==> src/rtl/ps2_scan_decoder.sv <==
// Set-2 scan-code decoder: folds E0/F0/E1 prefixes into whole make/break events and queues them.
// One-cycle decode into the FIFO (no bypass); the consumer pops with ev_valid/ev_ready, and pushes into a full FIFO are dropped and set ovf.

module ps2_ev_fifo #(
  parameter int WIDTH = 10,
  parameter int DEPTH = 4
) (
  input  logic                   ck,
  input  logic                   reset,
  input  logic                   push_vld,
  input  logic [WIDTH-1:0]       push_dat,
  output logic                   push_rdy,
  output logic                   pop_vld,
  input  logic                   pop_rdy,
  output logic [WIDTH-1:0]       pop_dat,
  output logic [$clog2(DEPTH):0] count
);
  localparam int AW = $clog2(DEPTH);
  localparam logic [AW:0]   FULL_CNT = (AW+1)'(DEPTH);
  localparam logic [AW:0]   CNT_ONE  = (AW+1)'(1);
  localparam logic [AW-1:0] PTR_ONE  = AW'(1);

  logic [WIDTH-1:0] mem [DEPTH];
  logic [AW-1:0]    wr_ptr, rd_ptr;
  logic             do_push, do_pop;

  assign pop_vld  = (count != '0);
  assign pop_dat  = mem[rd_ptr];
  assign do_pop   = pop_vld && pop_rdy;
  // A pop in the same cycle frees the slot, so a full FIFO still accepts.
  assign push_rdy = (count != FULL_CNT) || do_pop;
  assign do_push  = push_vld && push_rdy;

  always_ff @(posedge ck or posedge reset) begin
    if (reset) begin
      wr_ptr <= '0;
      rd_ptr <= '0;
      count  <= '0;
      for (int i = 0; i < DEPTH; i++) mem[i] <= '0;
    end else begin
      if (do_push) begin
        mem[wr_ptr] <= push_dat;
        wr_ptr      <= wr_ptr + PTR_ONE;
      end
      if (do_pop) rd_ptr <= rd_ptr + PTR_ONE;
      case ({do_push, do_pop})
        2'b10:   count <= count + CNT_ONE;
        2'b01:   count <= count - CNT_ONE;
        default: ;
      endcase
    end
  end
endmodule

module ps2_scan_decoder #(
  parameter int DEPTH           = 4,
  parameter int TIMEOUT_CYC     = 2_000_000,
  parameter bit SUPPRESS_REPEAT = 1'b1
) (
  input  logic                   ck,
  input  logic                   reset,
  input  logic                   byte_valid,
  input  logic [7:0]             byte_data,
  output logic                   ev_valid,
  input  logic                   ev_ready,
  output logic [7:0]             ev_code,
  output logic                   ev_ext,
  output logic                   ev_brk,
  output logic [$clog2(DEPTH):0] ev_count,
  output logic                   ovf
);
  typedef enum logic [2:0] {S_IDLE, S_E0, S_F0, S_E0F0, S_PAUSE} state_t;
  typedef struct packed {
    logic [7:0] code;
    logic       ext;
    logic       brk;
  } ev_t;

  localparam int TW = $clog2(TIMEOUT_CYC + 1);
  localparam logic [TW-1:0] TMO_LAST = TW'(TIMEOUT_CYC - 2);
  localparam logic [TW-1:0] TMO_ONE  = TW'(1);

  state_t      state, state_nxt;
  logic [2:0]  skip_cnt, skip_nxt;
  logic [TW-1:0] tmo_cnt;
  logic        tmo_hit;
  logic        is_ctrl;
  ev_t         dec_ev;
  logic        dec_vld, dec_pause;
  logic        held_v, held_e, held_hit;
  logic [7:0]  held_c;
  logic        push_vld, push_rdy;
  ev_t         head;

  assign is_ctrl = byte_data inside {8'h00, 8'hAA, 8'hEE, 8'hFA, 8'hFC, 8'hFE, 8'hFF};

  // tmo_cnt is (cycles since the last byte) - 1, so the hit lands in the
  // last cycle in which a follow-up byte is still accepted.
  assign tmo_hit = (state != S_IDLE) && (tmo_cnt == TMO_LAST);

  always_comb begin
    state_nxt = state;
    skip_nxt  = skip_cnt;
    dec_vld   = 1'b0;
    dec_pause = 1'b0;
    dec_ev    = '{code: byte_data, ext: 1'b0, brk: 1'b0};
    if (byte_valid) begin
      case (state)
        S_IDLE: begin
          if (byte_data == 8'hE0) state_nxt = S_E0;
          else if (byte_data == 8'hF0) state_nxt = S_F0;
          else if (byte_data == 8'hE1) begin
            state_nxt = S_PAUSE;
            skip_nxt  = 3'd7;
          end else if (!is_ctrl) dec_vld = 1'b1;
        end
        S_E0: begin
          if (byte_data == 8'hF0) state_nxt = S_E0F0;
          else begin
            state_nxt  = S_IDLE;
            dec_vld    = (byte_data != 8'h12);
            dec_ev.ext = 1'b1;
          end
        end
        S_F0: begin
          state_nxt  = S_IDLE;
          dec_vld    = 1'b1;
          dec_ev.brk = 1'b1;
        end
        S_E0F0: begin
          state_nxt  = S_IDLE;
          dec_vld    = (byte_data != 8'h12);
          dec_ev.ext = 1'b1;
          dec_ev.brk = 1'b1;
        end
        S_PAUSE: begin
          skip_nxt = skip_cnt - 3'd1;
          if (skip_cnt == 3'd1) begin
            state_nxt = S_IDLE;
            dec_vld   = 1'b1;
            dec_pause = 1'b1;
            dec_ev    = '{code: 8'h77, ext: 1'b1, brk: 1'b0};
          end
        end
        default: state_nxt = S_IDLE;
      endcase
    end else if (tmo_hit) begin
      state_nxt = S_IDLE;
    end
  end

  always_ff @(posedge ck or posedge reset) begin
    if (reset) begin
      state    <= S_IDLE;
      skip_cnt <= '0;
      tmo_cnt  <= '0;
    end else begin
      state    <= state_nxt;
      skip_cnt <= skip_nxt;
      if (byte_valid || state == S_IDLE) tmo_cnt <= '0;
      else tmo_cnt <= tmo_cnt + TMO_ONE;
    end
  end

  assign held_hit = held_v && (held_c == dec_ev.code) && (held_e == dec_ev.ext);
  assign push_vld = dec_vld &&
                    !(SUPPRESS_REPEAT && !dec_ev.brk && !dec_pause && held_hit);

  always_ff @(posedge ck or posedge reset) begin
    if (reset) begin
      held_v <= 1'b0;
      held_c <= '0;
      held_e <= 1'b0;
      ovf    <= 1'b0;
    end else begin
      if (dec_vld && !dec_ev.brk) begin
        held_v <= 1'b1;
        held_c <= dec_ev.code;
        held_e <= dec_ev.ext;
      end else if (dec_vld && held_hit) begin
        held_v <= 1'b0;
      end
      if (push_vld && !push_rdy) ovf <= 1'b1;
    end
  end

  ps2_ev_fifo #(.WIDTH($bits(ev_t)), .DEPTH(DEPTH)) u_fifo (
    .ck       (ck),
    .reset    (reset),
    .push_vld (push_vld),
    .push_dat (dec_ev),
    .push_rdy (push_rdy),
    .pop_vld  (ev_valid),
    .pop_rdy  (ev_ready),
    .pop_dat  (head),
    .count    (ev_count)
  );

  assign ev_code = head.code;
  assign ev_ext  = head.ext;
  assign ev_brk  = head.brk;
endmodule
==> config.mk <==
export PLATFORM = sky130hd
export DESIGN_NAME = ps2_scan_decoder
export DESIGN_NICKNAME = d
export VERILOG_FILES = /design/src/rtl/ps2_scan_decoder.sv
export SDC_FILE = /design/constraint.sdc
export NUM_CORES = 1
export LEC_CHECK = 0
export BUFFER_PORTS_ARGS = -buffer_cell sky130_fd_sc_hd__buf_2
export CAP_MARGIN = 40
export CORE_MARGIN = 4
export CORE_UTILIZATION = 30
export CTS_CLUSTER_SIZE = 10
export DETAILED_ROUTE_END_ITERATION = 8
export HOLD_SLACK_MARGIN = 0.03
export MAX_ROUTING_LAYER = met4
export PLACE_DENSITY = 0.42
export SLEW_MARGIN = 25
export SYNTH_ARGS = -nofsm -noshare
export SYNTH_HDL_FRONTEND = slang
export SYNTH_SLANG_ARGS = --single-unit
export TNS_END_PERCENT = 50
==> constraint.sdc <==
create_clock -name ck -period 3.6 [get_ports ck]
set_clock_uncertainty 0.05 [all_clocks]
set_input_delay 0.54 -clock ck [delete_from_list [all_inputs] [get_ports ck]]
set_output_delay 0.54 -clock ck [all_outputs]
set_load 0.01 [all_outputs]
==> impl_metrics.py, run 1 <==
metrics = {
    "outcome": {
        "status": "finished clean",
    },
    "drt": {
        "vias": 3051,
        "drt_wl_total_um": 10620,
        "vias_per_cell": 4.651,
        "drt_iter0_markers": 181,
        "dr.pass1.iters": 4,
        "drc_errors": 0,
        "final_antenna_net_count": 0,
        "avgRoutedWirePerCell_um": 16.19,
    },
    "floorplanning": {
        "io_pins": 27,
        "design.core.area_um2": 15370,
        "die_h_um": 134.1,
        "die-area_um2": 17990,
        "die_w_um": 134.1,
        "fp-row-count": 45,
        "start_util": 0.3105,
    },
    "clock_network": {
        "clk_pin_slew_worst_paths_ns": 0.07,
        "ctsResizeCount": 0,
        "cts_buffers": 9,
        "clkLatencyLatePin_ns": 0.35,
        "cts_tree": "yes",
        "root_buffer": "clkbuf_16",
        "cts_setup_buffers": 0,
        "cts_max_path_buffers": 2,
        "hold_buffers": 0,
        "cts-htree-levels": 3,
        "clock-sinks": 85,
    },
    "final_layout": {
        "layout-drive-gt1-share": 0.2427,
        "area_growth_syn_to_layout_pct": 13.24,
        "fin_nets": 463,
        "final_cell_mix": "85 x dfrtp_1, 36 x inv_1, 30 x nor2_1",
        "fin_cells": 656,
        "antenna_cells": 0,
        "final_common_cell": "dfrtp_1",
    },
    "synth": {
        "syn_inst": 418,
        "synthesis.area_per_instance_um2": 11.42,
        "yosysWarningCount": 0,
        "seq_area_frac_synth": 0.4457,
        "async_flop_share": 1.000,
        "synth_area_leaders": "dfrtp_1 45%, mux2_4 7.6%, mux4_2 4.7%",
        "syn_area_um2": 4772,
        "synth_edf_count": 0,
        "synth_top_area_frac": 0.4457,
        "ys_types": 72,
        "synthFlopType": "dfrtp_1",
        "yosysTopAreaCell": "dfrtp_1",
        "synth_fp_nets": 440,
        "synth_seq_cells": 85,
    },
    "sta": {
        "setup_viol": 0,
        "rsz0062_at_grt": "no",
        "slew_headroom": 0.4606,
        "period_share": 0.8677,
        "slew_violations": 0,
        "finalHoldViolations": 0,
        "post-route-min-period_ns": 3.124,
        "worstMarginPinSlew_ns": 0.8065,
        "clock.fmax_mhz": 320.1,
        "tns_ns": 0,
    },
    "worst_setup_path": {
        "crit_path_end_kind": "flop",
        "critPathRequiredTime_ns": 3.82,
        "start_kind": "flop",
        "critical_path_class": "reg -> reg",
        "crit_arrival_ns": 3.34,
        "cp_max_fo": 9,
    },
    "power": {
        "ir_drop_uv": 266.7,
        "powerDensity_nw_per_um2": 720.6,
        "p_leak_uw": 0.002439,
    },
    "grt": {
        "grtUsageTotal": 0.1302,
        "grt_max_degree": 86,
        "grt-ovfl-total": 0,
        "antenna_found_initial": 0,
        "grt_pass1_wl_um": 17710,
        "first_global_vias": 3269,
    },
    "placement": {
        "dp_hpwl_um": 7417,
        "gp_congestion": 0.7727,
        "io_buffers": 26,
        "placedCellCount": 641,
    },
    "flow_run": {
        "drv_cap": 0,
    },
    "worst_hold_path": {
        "hold_path.class": "in -> async",
    },
}
[stage by stage]
stage          power [uW]  instance area, um^2  utilization  setup WS (ns)  hold WS, ns
4_1_cts              3981                 5404       0.3516         0.4557       0.2449
2_1_floorplan        2605                 4772            -         0.7034       0.3997
5_1_grt              4179                 5404       0.3516         0.2079       0.2801
3_5_place_dp         3013                 5115       0.3328         0.3861       0.4074
3_3_place_gp         2974                 5062       0.3293         0.4936       0.4081
6_report             3894                 5404       0.3516         0.4764       0.2319
[state kept, by name (all words and copies together) (netlist names), 2 cells and up]
| signal | count |
|---|---|
| held_c | 8 |
| skip_cnt | 3 |
| state | 3 |
| tmo_cnt | 21 |
| u_fifo.count | 3 |
| u_fifo.mem | 40 |
| u_fifo.rd_ptr | 2 |
| u_fifo.wr_ptr | 2 |
[synthesized netlist by cell type, types with 5 or more instances]
cell type,count
buf_6,6
nor2b_1,5
ha_1,9
buf_2,7
o21ai_1,5
o21ai_0,8
mux4_2,10
nand2_1,23
a21oi_1,13
xor2_1,18
nand3_1,16
inv_1,37
mux2i_1,16
xnor2_1,10
nor2_1,30
dfrtp_1,85
nand4_1,7
o211ai_2,5
mux2_4,24
nand2b_1,6
[worst max-delay path: stages, from the launching register on]
cell and delay [ns]:
dfrtp_1 0.40, ha_1 0.19, and3b_1 0.30, and2_1 0.31
nor4b_4 0.36, o21ai_4 0.14, o21ai_2 0.22, ha_1 0.23
inv_1 0.06, fa_1 0.37, xor2_1 0.15, nor2_1 0.11
xor2_1 0.15
[area by class of cell]
type,count,area (um^2)
timing repair buffer,34,217.7
inverter,37,140.1
fill,1541,9967
tap,211,264.0
clock inverter,5,60.06
sequential,85,2127
clock buffer,10,229.0
multi-input combinational,274,2366
[path summary, 6_finish.rpt]
check	from	to	slack (ns)	cells past startpoint
setup / recovery	skip_cnt[0]$_DFFE_PP0P_	u_fifo.count[2]$_DFFE_PP0P_	0.48	12
hold / removal	reset	tmo_cnt[5]$_DFF_PP0_	0.23	3
setup reg to reg	skip_cnt[0]$_DFFE_PP0P_	u_fifo.count[2]$_DFFE_PP0P_	0.48	12
hold reg to reg	ovf$_DFFE_PP0P_	ovf$_DFFE_PP0P_	0.42	1
max in group asynchronous	reset	u_fifo.mem[13]$_DFFE_PP0P_	2.90	3
min in group ck	ovf$_DFFE_PP0P_	ovf$_DFFE_PP0P_	0.42	1
[routing by layer]
metal,part of all wire,track usage,up-vias
met5,0,-,-
met4,0.024,0.05486,0
met3,0.026,0.03038,17
met2,0.44,0.1946,33
met1,0.51,0.1705,1494
li1,-,-,1507
[power by group]
part,total [uW],switching (uW),internal (uW),leakage [uW]
clock,932,396,537,0.000139
combinational,1420,634,785,0.00124
sequential,1540,277,1270,0.00106
total,3890,1310,2590,0.00244
[cell families (layout without fill, tap and decap cells)]
logic type | after synthesis | in the layout | share of synthesized area
adders and majority gates | 10 | 10 | 0.02779
muxes | 51 | 51 | 0.1586
DFF | 85 | 85 | 0.4457
xor gates and xnor gates | 28 | 28 | 0.05139
buffers and inverters | 59 | 86 | 0.06004
AOI/OAI and AO/OA | 61 | 61 | 0.1083
and+or+nand+nor | 124 | 124 | 0.1481
(Power assumes the default switching activity.)
==> run 2: changes to the inputs <==
--- a/config.mk
+++ b/config.mk
@@ -5,6 +5,7 @@
 export SDC_FILE = /design/constraint.sdc
 export NUM_CORES = 1
 export LEC_CHECK = 0
+export ABC_AREA = 1
 export BUFFER_PORTS_ARGS = -buffer_cell sky130_fd_sc_hd__buf_2
 export CAP_MARGIN = 40
 export CORE_MARGIN = 4
==> impl_metrics.py, run 2 <==
metrics = {
    "grt": {
        "first_global_vias": 3805,
        "grt_max_degree": 33,
        "antenna_found_initial": 0,
        "grt-ovfl-total": 0,
        "grtUsageTotal": 0.1573,
        "grt_pass1_wl_um": 20130,
    },
    "final_layout": {
        "area_growth_syn_to_layout_pct": 16.02,
        "largestRegisters": "u_fifo.mem: 40 flops, tmo_cnt: 21 flops, held_c: 8 flops",
        "largest_register_ffs": 40,
        "multiInputGateArea_um2": 2103,
        "nFillCells": 1539,
        "fin_nets": 659,
        "seq_area_um2": 2127,
        "final_common_cell": "nand2_1",
        "layout-drive-gt1-share": 0.1106,
        "antenna_cells": 0,
        "regMostFlops": "u_fifo.mem",
        "fin_cells": 826,
        "final_cell_mix": "209 x nand2_1, 85 x dfrtp_1, 66 x inv_1",
    },
    "synth": {
        "syn_area_um2": 4514,
        "synth_area_leaders": "dfrtp_1 47%, nand2_1 18%, inv_1 5.6%",
        "ys_types": 37,
        "async_flop_share": 1.000,
        "synthTopCellsByCount": "212 x nand2_1, 85 x dfrtp_1, 67 x inv_1",
        "synth_seq_cells": 85,
        "syn_inst": 599,
        "synthFlopType": "dfrtp_1",
        "yosysWarningCount": 0,
        "yosysMostFrequentCell": "nand2_1",
        "synth_fp_nets": 621,
        "synth_edf_count": 0,
        "seq_area_frac_synth": 0.4712,
        "yosysTopAreaCell": "dfrtp_1",
        "synthesis.area_per_instance_um2": 7.536,
        "synth_top_area_frac": 0.4712,
    },
    "sta": {
        "worstMarginPinSlew_ns": 0.6864,
        "finalHoldViolations": 0,
        "slew_violations": 0,
        "setup_viol": 0,
        "slew_headroom": 0.5419,
        "clock.fmax_mhz": 315.8,
        "rsz0062_at_grt": "no",
        "tns_ns": 0,
        "post-route-min-period_ns": 3.167,
        "period_share": 0.8796,
    },
    "worst_hold_path": {
        "hold_path.class": "in -> async",
    },
    "placement": {
        "placedCellCount": 810,
        "io_buffers": 26,
        "dp_hpwl_um": 8574,
        "gp_congestion": 0.8637,
    },
    "clock_network": {
        "cts_max_path_buffers": 2,
        "clkLatencyLatePin_ns": 0.35,
        "cts_tree": "yes",
        "hold_buffers": 0,
        "cts_buffers": 9,
        "clock-sinks": 85,
        "cts-htree-levels": 3,
        "cts_setup_buffers": 0,
        "root_buffer": "clkbuf_16",
        "clk_pin_slew_worst_paths_ns": 0.07,
    },
    "floorplanning": {
        "die_h_um": 130.7,
        "die-area_um2": 17070,
        "design.core.area_um2": 14640,
        "die_w_um": 130.7,
        "io_pins": 27,
        "start_util": 0.3083,
        "fp-row-count": 44,
    },
    "worst_setup_path": {
        "r2r_setup_slack_ns": 0.43,
        "path_common_cell": "inv_1",
        "crit_arrival_ns": 3.35,
        "path_delay_family": "simple AND/OR/NAND/NOR gates",
        "reg2reg_depth": 17,
        "r2r_start": "skip_cnt[1]$_DFFE_PP0P_",
        "regToRegEndpoint": "u_fifo.count[2]$_DFFE_PP0P_",
        "path_cells": "inv_1 -> ha_1 -> inv_1 -> nor2_1 -> nand4_4 -> nand2_2 -> xnor2_1 -> nand2_1 -> nor2_1 -> nand3_2 -> nand3_4 -> ha_1 -> inv_1 -> fa_1 -> a21oi_1 -> o21ai_0 -> xor2_1",
        "crit_path_end_kind": "flop",
        "critPathBufInv": 3,
        "cp-startpoint": "skip_cnt[1]$_DFFE_PP0P_",
        "slowest_stage": "dfrtp_1",
        "cp_max_fo": 15,
        "critPathRequiredTime_ns": 3.78,
        "critical_path_class": "reg -> reg",
        "cpPeakStageDelay_ns": 0.37,
        "start_kind": "flop",
    },
    "drt": {
        "dr.pass1.iters": 5,
        "vias": 3940,
        "drt_iter0_markers": 261,
        "final_antenna_net_count": 0,
        "vias_per_cell": 4.770,
        "avgRoutedWirePerCell_um": 14.72,
        "drc_errors": 0,
        "drt_wl_total_um": 12160,
    },
    "power": {
        "seq_power_share": 0.380,
        "p_sw_uw": 1595,
        "ir_drop_uv": 256.3,
        "powerDensity_nw_per_um2": 744.4,
        "p_clk_frac": 0.236,
        "p_sw_frac": 0.4092,
        "p_leak_uw": 0.002558,
        "p_comb_frac": 0.384,
        "internal_power_uw": 2303,
    },
    "outcome": {
        "status": "finished clean",
    },
    "flow_run": {
        "drv_cap": 0,
    },
}
==> run 2: changes by cell type after synthesis, moves of 8 or more <==
cell,change
nor3_1,+12
mux4_2,-10
xor2_1,-12
o22ai_1,+10
nor2_1,+34
inv_1,+30
mux2_4,-24
mux2i_1,-16
nand2_1,+189
o21ai_0,+31
xnor2_1,-8
==> run 2: logic make-up after synthesis <==
kind of cell / Yosys count / share of synthesized area
and+or+nand+nor: 341 / 0.3193
xor gates and xnor gates: 8 / 0.01552
adders and majority gates: 10 / 0.02938
buffers and inverters: 79 / 0.06652
AOI/OAI and AO/OA: 76 / 0.09812
DFF: 85 / 0.4712
==> run 2: stage by stage <==
| stage | utilization | cell area, um^2 | hold WS (ns) | power (uW) | setup slack, ns |
|---|---|---|---|---|---|
| after global placement | 0.3353 | 4910 | 0.4043 | 2991 | 0.3740 |
| final | 0.3577 | 5238 | 0.1015 | 3899 | 0.4334 |
| after CTS | 0.3565 | 5221 | 0.09919 | 3944 | 0.2432 |
| after global routing | 0.3577 | 5238 | 0.1195 | 4231 | 0.1064 |
| after detailed placement | 0.3366 | 4930 | 0.4098 | 3005 | 0.2689 |
| after floorplan | - | 4514 | 0.3921 | 2469 | 0.6303 |
==> run 2: worst max-delay path by stage <==
stage | to | slack, ns | cells after the start
after floorplan | u_fifo.count[2]$_DFFE_PP0P_ | 0.63 | 16
after global placement | u_fifo.count[2]$_DFFE_PP0P_ | 0.37 | 17
after detailed placement | u_fifo.count[2]$_DFFE_PP0P_ | 0.27 | 17
after CTS | u_fifo.count[2]$_DFFE_PP0P_ | 0.24 | 17
after global routing | u_fifo.count[2]$_DFFE_PP0P_ | 0.11 | 17
final | u_fifo.count[2]$_DFFE_PP0P_ | 0.43 | 17
==> run 2: power by group through the flow <==
stage	Clock, uW	Sequential (uW)	Combinational (uW)
after detailed placement	0	1490	1510
after global routing	990	1530	1720
after global placement	0	1490	1500
after CTS	950	1480	1520
final	920	1480	1500
after floorplan	0	1430	1040
==> run 2: final cells by class <==
cell class / instances / area share
inverter: 69 / 0.04969
timing repair buffer: 37 / 0.04300
tap: 184 / 0.04396
multi-input combinational: 435 / 0.4016
clock buffer: 10 / 0.04563
clock inverter: 6 / 0.01003
sequential: 85 / 0.4061
==> run 2: routing by layer <==
layer	vias to the layer above	global-route usage	wire [um]
met5	-	-	0
met4	0	0.03751	136
met3	9	0.03618	639
met2	80	0.2177	5144
met1	1858	0.2324	6234
li1	1993	-	-
==> run 2: what timing repair did <==
item / CTS / global route
gates resized for setup: 0 / 4
setup endpoints to repair: 0 / 1
hold endpoints to repair: 0 / 0
==> run 3: changes to the inputs <==
--- a/config.mk
+++ b/config.mk
@@ -7,7 +7,6 @@
 export LEC_CHECK = 0
 export ABC_AREA = 1
 export BUFFER_PORTS_ARGS = -buffer_cell sky130_fd_sc_hd__buf_2
-export CAP_MARGIN = 40
 export CORE_MARGIN = 4
 export CORE_UTILIZATION = 30
 export CTS_CLUSTER_SIZE = 10
==> constraint.sdc (replaced) <==
create_clock -name ck -period 3.6 [get_ports ck]
set_clock_uncertainty 0.05 [all_clocks]
set_input_delay 0.36 -clock ck [delete_from_list [all_inputs] [get_ports ck]]
set_output_delay 0.36 -clock ck [all_outputs]
set_load 0.01 [all_outputs]
==> impl_metrics.py, run 3 (synthesis gave the netlist of run 2 again) <==
metrics = {
    "final_layout": {
        "largestRegisters": "u_fifo.mem: 40 flops, tmo_cnt: 21 flops, held_c: 8 flops",
        "final_common_cell": "nand2_1",
        "fin_nets": 656,
        "layout-drive-gt1-share": 0.1049,
        "area_growth_syn_to_layout_pct": 15.66,
        "largest_register_ffs": 40,
        "final_cell_mix": "209 x nand2_1, 85 x dfrtp_1, 66 x inv_1",
        "multiInputGateArea_um2": 2103,
        "nFillCells": 1573,
        "antenna_cells": 0,
        "regMostFlops": "u_fifo.mem",
        "seq_area_um2": 2127,
    },
    "clock_network": {
        "cts_buffers": 9,
        "cts-htree-levels": 3,
        "hold_buffers": 0,
        "clk_pin_slew_worst_paths_ns": 0.07,
        "cts_tree": "yes",
        "clkLatencyLatePin_ns": 0.35,
        "clock-sinks": 85,
        "root_buffer": "clkbuf_16",
        "cts_max_path_buffers": 2,
    },
    "grt": {
        "grt_max_degree": 44,
        "grt-ovfl-total": 0,
        "first_global_vias": 3769,
        "grt_pass1_wl_um": 19960,
        "grtUsageTotal": 0.1561,
        "antenna_found_initial": 0,
    },
    "sta": {
        "slew_violations": 0,
        "clock.fmax_mhz": 315.1,
        "slew_headroom": 0.4617,
        "rsz0062_at_grt": "no",
        "worstMarginPinSlew_ns": 0.8065,
        "tns_ns": 0,
        "period_share": 0.8816,
        "finalHoldViolations": 0,
        "post-route-min-period_ns": 3.174,
        "layout_setup_ws_ns": 0.4264,
        "whs_ns": 0.09413,
        "setup_viol": 0,
    },
    "power": {
        "ir_drop_uv": 220.2,
        "p_sw_frac": 0.4013,
        "internal_power_uw": 2346,
        "p_comb_frac": 0.378,
        "powerDensity_nw_per_um2": 750.7,
        "seq_power_share": 0.377,
        "p_leak_uw": 0.002550,
        "p_sw_uw": 1573,
        "p_clk_frac": 0.245,
    },
    "flow_run": {
        "drv_cap": 0,
    },
    "floorplanning": {
        "die_w_um": 130.7,
        "die_h_um": 130.7,
        "fp-row-count": 44,
        "io_pins": 27,
        "die-area_um2": 17070,
        "start_util": 0.3083,
        "design.core.area_um2": 14640,
    },
    "worst_setup_path": {
        "r2r_start": "skip_cnt[1]$_DFFE_PP0P_",
        "critical_path_class": "reg -> reg",
        "crit_arrival_ns": 3.35,
        "start_kind": "flop",
        "crit_path_end_kind": "flop",
        "cp-startpoint": "skip_cnt[1]$_DFFE_PP0P_",
        "cp_max_fo": 15,
        "critPathRequiredTime_ns": 3.78,
    },
    "worst_hold_path": {
        "hold_path.class": "in -> async",
    },
    "placement": {
        "io_buffers": 26,
        "pre_cts_slack_ns": 0.2693,
        "dp_hpwl_um": 8365,
        "gp_congestion": 0.8194,
    },
    "drt": {
        "drt_iter0_markers": 169,
        "dr.pass1.iters": 4,
        "vias": 3911,
        "drc_errors": 0,
        "vias_per_cell": 4.752,
        "final_antenna_net_count": 0,
        "avgRoutedWirePerCell_um": 14.74,
        "drt_wl_total_um": 12140,
    },
    "outcome": {
        "status": "finished clean",
    },
}
[run 3: cell types whose count changed in the layout (fill, tap and decap cells not counted), sizes merged]
cell / delta
buf: -3
bufinv: +1
clkinvlp: -1
[run 3: what timing repair did]
action | CTS | global route
buffers inserted | 0 | 0
gates resized for setup | 0 | 4
endpoints found under the hold margin | 0 | 0
setup endpoints to repair | 0 | 1
[run 3: path summary, 6_finish.rpt]
path | cells after the start | end | slack, ns
max | 17 | u_fifo.count[2]$_DFFE_PP0P_ | 0.43
max in group asynchronous | 3 | u_fifo.mem[33]$_DFFE_PP0P_ | 2.71
min | 2 | u_fifo.mem[21]$_DFFE_PP0P_ | 0.09
max reg2reg | 17 | u_fifo.count[2]$_DFFE_PP0P_ | 0.43
min in group ck | 3 | state[0]$_DFFE_PP0P_ | 0.28
min reg2reg | 1 | ovf$_DFFE_PP0P_ | 0.42
[run 3: power by group through the flow]
stage | clock network, uW | logic, uW | registers, uW
after global routing | 1030 | 1710 | 1510
after CTS | 990 | 1510 | 1470
final | 959 | 1480 | 1480
after floorplan | 0 | 1040 | 1430
after detailed placement | 0 | 1500 | 1490
after global placement | 0 | 1490 | 1480
[run 3: worst max-delay path, cell delays in order, from the launching register on]
cell and delay, ns:
dfrtp_1 0.37, inv_1 0.08, ha_1 0.16, inv_1 0.04, nor2_1 0.19, nand4_4 0.27, nand2_2 0.22, xnor2_1 0.14
nand2_1 0.06, nor2_1 0.18, nand3_2 0.20, nand3_4 0.11, ha_1 0.15, inv_1 0.06, fa_1 0.38, a21oi_1 0.15
o21ai_0 0.12, xor2_1 0.15
[run 3: cell type report]
cell class              count  area share
clock inverters             6     0.01318
well taps                 184     0.04409
inverters                  69     0.04984
flip-flops and latches     85      0.4074
multi-input cells         435      0.4028
clock buffers              10     0.04385
repair buffers             34     0.03882
[run 3: per-stage QoR]
stage	std cells	util	power (uW)	instance area, um^2
after floorplan	599	-	2469	4514
after global placement	807	0.3351	2973	4907
after detailed placement	807	0.3351	2992	4907
after CTS	823	0.3554	3976	5205
after global routing	823	0.3565	4247	5221
final	823	0.3565	3920	5221
[run 3: per-layer routing]
| layer | vias up | GRT usage | routed length, um |
|---|---|---|---|
| met5 | - | - | 0 |
| met4 | 0 | 0.05445 | 177 |
| met3 | 12 | 0.02439 | 456 |
| met2 | 66 | 0.2204 | 5220 |
| met1 | 1838 | 0.2270 | 6280 |
| li1 | 1995 | - | - |
